## src/rtl/chebyshev_recurrence_ctrl_pkg.sv

```systemverilog
// Shared definitions for the Chebyshev recurrence sequencer: FSM encoding and
// saturation limit helpers used by the clip stage.
package chebyshev_recurrence_ctrl_pkg;

    typedef enum logic [1:0] {
        IDLE = 2'd0,
        EMIT = 2'd1,
        CALC = 2'd2
    } state_t;

    // Largest positive value representable in a wl-bit two's complement word.
    function automatic longint sat_max(input int wl);
        return (longint'(1) << (wl - 1)) - longint'(1);
    endfunction

    function automatic longint sat_min(input int wl);
        return -(longint'(1) << (wl - 1));
    endfunction

endpackage

```

## src/rtl/chebyshev_recurrence_ctrl_clip.sv

```systemverilog
// Combinational signed saturator: narrows an IW-bit value to WL bits and
// reports whether clipping occurred.
module chebyshev_clip
    import chebyshev_recurrence_ctrl_pkg::*;
#(
    parameter int IW = 33,
    parameter int WL = 16
) (
    input  logic signed [IW-1:0] din,
    output logic signed [WL-1:0] dout,
    output logic                 clip
);

    localparam logic signed [IW-1:0] MAX_V = IW'(sat_max(WL));
    localparam logic signed [IW-1:0] MIN_V = IW'(sat_min(WL));

    always_comb begin
        clip = 1'b0;
        dout = din[WL-1:0];
        if (din > MAX_V) begin
            dout = MAX_V[WL-1:0];
            clip = 1'b1;
        end else if (din < MIN_V) begin
            dout = MIN_V[WL-1:0];
            clip = 1'b1;
        end
    end

endmodule

```

## src/rtl/chebyshev_recurrence_ctrl.sv

```systemverilog
// Sequences one shared multiply/subtract/saturate datapath to stream Chebyshev
// terms T_0..T_order of a fixed-point argument over a valid/ready port.
module chebyshev_recurrence_ctrl
    import chebyshev_recurrence_ctrl_pkg::*;
#(
    parameter int WL     = 16,
    parameter int I_BITS = 4,
    parameter int N_MAX  = 15,
    parameter int CW     = $clog2(N_MAX + 1)
) (
    input  logic          clk,
    input  logic          rst,
    input  logic          start,
    input  logic [WL-1:0] x,
    input  logic [CW-1:0] order,
    output logic          busy,
    output logic          out_valid,
    input  logic          out_ready,
    output logic [WL-1:0] out_data,
    output logic [CW-1:0] out_index,
    output logic          out_last,
    output logic          sat_flag,
    output logic          done
);

    localparam int FRAC = WL - I_BITS;
    localparam logic signed [WL-1:0] ONE = {{(I_BITS-1){1'b0}}, 1'b1, {FRAC{1'b0}}};

    // Handshake: a beat transfers on a rising edge where out_valid && out_ready;
    // while out_valid is high and out_ready low, data/index/last are held.

    state_t state, state_next;

    logic signed [WL-1:0] x_q;
    logic signed [WL-1:0] t_prev;
    logic signed [WL-1:0] t_cur;
    logic [CW-1:0]        order_q;
    logic [CW-1:0]        k;
    logic                 sat_q;
    logic                 done_q;

    logic [CW-1:0]          order_clamped;
    logic signed [2*WL-1:0] x_ext;
    logic signed [2*WL-1:0] t_ext;
    logic signed [2*WL-1:0] prod;
    logic signed [2*WL-1:0] scaled;
    logic signed [2*WL:0]   diff;
    logic signed [WL-1:0]   clipped;
    logic                   clipped_flag;
    logic signed [WL-1:0]   next_term;
    logic                   beat;
    logic                   at_last;

    assign order_clamped = (order > CW'(N_MAX)) ? CW'(N_MAX) : order;
    assign beat          = (state == EMIT) && out_ready;
    assign at_last       = (k == order_q);

    // Shifting by FRAC-1 instead of FRAC folds the factor of two into the scale.
    assign x_ext  = {{WL{x_q[WL-1]}}, x_q};
    assign t_ext  = {{WL{t_cur[WL-1]}}, t_cur};
    assign prod   = x_ext * t_ext;
    assign scaled = prod >>> (FRAC - 1);
    assign diff   = {scaled[2*WL-1], scaled} - {{(WL+1){t_prev[WL-1]}}, t_prev};

    chebyshev_clip #(
        .IW (2*WL + 1),
        .WL (WL)
    ) u_clip (
        .din  (diff),
        .dout (clipped),
        .clip (clipped_flag)
    );

    assign next_term = (k == '0) ? x_q : clipped;

    always_ff @(posedge clk or posedge rst) begin
        if (rst) state <= IDLE;
        else     state <= state_next;
    end

    always_comb begin
        state_next = state;
        case (state)
            IDLE:    if (start) state_next = EMIT;
            EMIT:    if (out_ready) state_next = at_last ? IDLE : CALC;
            CALC:    state_next = EMIT;
            default: state_next = IDLE;
        endcase
    end

    always_ff @(posedge clk or posedge rst) begin
        if (rst) begin
            x_q     <= '0;
            order_q <= '0;
            t_prev  <= '0;
            t_cur   <= '0;
            k       <= '0;
            sat_q   <= 1'b0;
            done_q  <= 1'b0;
        end else begin
            done_q <= 1'b0;
            case (state)
                IDLE: begin
                    if (start) begin
                        x_q     <= x;
                        order_q <= order_clamped;
                        t_prev  <= '0;
                        t_cur   <= ONE;
                        k       <= '0;
                        sat_q   <= 1'b0;
                    end
                end
                EMIT: begin
                    if (beat && at_last) done_q <= 1'b1;
                end
                CALC: begin
                    t_prev <= t_cur;
                    t_cur  <= next_term;
                    k      <= k + 1'b1;
                    if (clipped_flag && (k != '0)) sat_q <= 1'b1;
                end
                default: ;
            endcase
        end
    end

    assign busy      = (state != IDLE);
    assign out_valid = (state == EMIT);
    assign out_data  = t_cur;
    assign out_index = k;
    assign out_last  = (state == EMIT) && at_last;
    assign sat_flag  = sat_q;
    assign done      = done_q;

endmodule
```

## config.mk

```make
export PLATFORM = sky130hd
export DESIGN_NAME = chebyshev_recurrence_ctrl
export DESIGN_NICKNAME = d
export VERILOG_FILES = /design/src/rtl/chebyshev_recurrence_ctrl_pkg.sv /design/src/rtl/chebyshev_recurrence_ctrl_clip.sv /design/src/rtl/chebyshev_recurrence_ctrl.sv
export SDC_FILE = /design/constraint.sdc
export NUM_CORES = 1
export LEC_CHECK = 0
export ABC_AREA = 1
export BUFFER_PORTS_ARGS = -buffer_cell sky130_fd_sc_hd__buf_2
export CAP_MARGIN = 10
export CORE_MARGIN = 2
export CORE_UTILIZATION = 65
export CTS_CLUSTER_DIAMETER = 80
export DETAILED_ROUTE_END_ITERATION = 8
export GPL_ROUTABILITY_DRIVEN = 0
export GPL_TIMING_DRIVEN = 0
export PLACE_DENSITY = 0.83
export SLEW_MARGIN = 20
export SYNTH_ARGS = -nofsm -noshare
export SYNTH_HDL_FRONTEND = slang
export SYNTH_SLANG_ARGS = --single-unit
```

## constraint.sdc

```tcl
create_clock -name clk -period 14.9 [get_ports clk]
set_clock_uncertainty 0.15 [all_clocks]
set_input_delay 2.98 -clock clk [delete_from_list [all_inputs] [get_ports clk]]
set_output_delay 2.98 -clock clk [all_outputs]
set_load 0.02 [all_outputs]
```

==> results_dict.tcl <==
set metrics [dict create \
    outcome "completed" \
    synth_seq_cells 60 \
    hold_buffers 0 \
    grt_pass1_vias 12880 \
    antenna_cells 0 \
    cts_tree "built" \
    core-area_mm2 0.02162 \
    yosysUniqueCellTypes 44 \
    synth_top_cell_by_area "fa_1" \
    initial_core_util_pct 65.80 \
    track_usage_pct 35.86 \
    max_slew_margin_pct 33.57 \
    end_kind "flip-flop" \
    drt-vias-per-instance 5.622 \
    chipWidth_um 151.9 \
    finalSetupTns_ps 0 \
    synthTopCellsByArea "fa_1 37%, inv_1 14%, nand2_1 13%" \
    nets 2310 \
    yosysMostFrequentCell "inv_1" \
    wl_per_cell_um 18.10 \
    cts_buffers 9 \
    critPathBufInv 9 \
    drtPass1Iterations 6 \
    tightest_slew_ps 996.4 \
    grt_max_degree 58 \
    cap_violations 0 \
    overflow 0 \
    cts_resized 0 \
    drt-total-wl_um 39950 \
    area_delta_synth_final_pct 6.755 \
    path_clk_slew_ps 60 \
    layout-drive-gt1-share_pct 6.175 \
    synthTopCellsByCount "521 x inv_1, 479 x nand2_1, 262 x fa_1" \
    setup_viol 0 \
    fin_util_pct 70.24 \
    cp_max_fo 10 \
    clockBufferDepth 2 \
    vias 12410 \
    crit_required_ps 14970 \
    top_level_ports 49 \
    portBuffers 48 \
    hold_class "reg2reg" \
    yosys_warnings 0 \
    netlist_area_mm2 0.01423 \
    drv_slew 0 \
    antenna_found_initial 0 \
    yosysSeqAreaShare_pct 10.55 \
    chipHeight_um 151.9 \
    h-tree-depth 3 \
    synth_edf_count 0 \
    synth_top_area_share_pct 36.87 \
    ys.flop_type "dfrtp_1" \
    critPathSlowestCell "clkbuf_1" \
    drc 0 \
    hpwl_um 32560 \
    slowest_delay_ps 630 \
    syn_avg_cell_area_um2 7.640 \
    drtIter0Drc 1168 \
    syn_inst 1862 \
    crit_top_cell "nand2_1" \
    postCtsSetupRepairBufs 0 \
    critPathTopFamily "adder cells" \
    path_class "reg2reg" \
    finalNonFillerCells 2207 \
    rsz0062_at_grt "false" \
    rows 54 \
    crit_arrival_ps 9310 \
    placed_cells 2191 \
    synth_nets 2250 \
    grt_pass1_wl_um 65270 \
    max_freq_mhz 108.3 \
    finalCritPeriodShare_pct 61.99 \
    worstSetupStartpointType "flip-flop" \
    hold_viol 0 \
    insertion_delay_ps 340 \
    period_minus_slack_ps 9236 \
    cts_root_buf "clkbuf_16" \
    cts_sinks 60 \
    fp.dieArea_mm2 0.02309 \
    ant_nets 0 \
    async_reset_ff_share_pct 100.0 \
]
final timing paths:
kind | slack (ps) | depth (start not counted) | start | to
min reg2reg | 320 | 2 | sat_flag$_DFFE_PP0P_ | sat_flag$_DFFE_PP0P_
max in group asynchronous | 11760 | 3 | rst | out_data[2]$_DFFE_PP0P_
max | 5660 | 41 | x_q[8]$_DFFE_PP0P_ | out_data[1]$_DFFE_PP0P_
max reg2reg | 5660 | 41 | x_q[8]$_DFFE_PP0P_ | out_data[1]$_DFFE_PP0P_
min | 320 | 2 | sat_flag$_DFFE_PP0P_ | sat_flag$_DFFE_PP0P_
min in group asynchronous | 2360 | 2 | rst | x_q[4]$_DFFE_PP0P_
final cells by class:
class	instances	area, um^2
clock buffer	9	225.2
fill	1739	6434
tap	280	350.3
timing repair buffer	49	267.8
multi-input combinational	1200	10450
buffer	73	290.3
clock inverter	7	115.1
sequential	60	1501
inverter	529	1989
cells by family (layout without fill, tap and decap cells):
kind of cell / Yosys count / in the layout / share of synthesized area, %
AOI/OAI and AO/OA: 148 / 148 / 5.603
xor gates and xnor gates: 46 / 46 / 2.832
adders and majority gates: 364 / 364 / 45.84
buffers and inverters: 602 / 667 / 16.01
DFF: 60 / 60 / 10.55
muxes: 18 / 18 / 1.416
and+or+nand+nor: 624 / 624 / 17.75
state kept, by name, indices dropped and copies added, names as in the netlist:
name and cells:
out_data 16, state 2, t_prev 16, out_index 4, done 1, x_q 16
sat_flag 1, order_q 4
layer usage:
layer	up-vias	wire length (um)	global-route usage (%)
met5	-	0	0
met4	0	2232	16.60
met3	168	4421	5.733
met2	738	18810	58.49
met1	6002	14490	47.51
li1	5500	-	-
worst min-delay path, cell delays in order, from the launching register on:
cell and delay, ps:
dfrtp_1 330, nand2_1 50, nand2_1 50
metrics by stage:
| step | cell area [um^2] | hold slack (ps) | setup slack [ps] |
|---|---|---|---|
| final | 15190 | 322.8 | 5664 |
| after global placement | 14820 | 310.6 | 6121 |
| after CTS | 15190 | 327.6 | 5899 |
| after floorplan | 14230 | 322.5 | 7422 |
| after detailed placement | 14850 | 313.1 | 5931 |
| after global routing | 15190 | 364.9 | 5296 |
placed cells by master, fill, tap and decap left out, types with 4 or more instances in the layout:
master / count
nand4_1: 13
nor2_2: 5
inv_1: 520
inv_2: 6
nor3_1: 10
mux2_2: 17
a21oi_1: 64
buf_2: 49
xor2_1: 29
xnor2_1: 17
o21ai_0: 58
nand3_1: 23
nor2_1: 68
clkbuf_16: 9
nand2_2: 11
nand2_1: 479
clkbuf_1: 69
dfrtp_1: 60
fa_1: 262
o21ai_1: 4
ha_1: 102
Power is not shown: default switching activity piles up to over one toggle a cycle in this logic, so the estimate is an artifact.
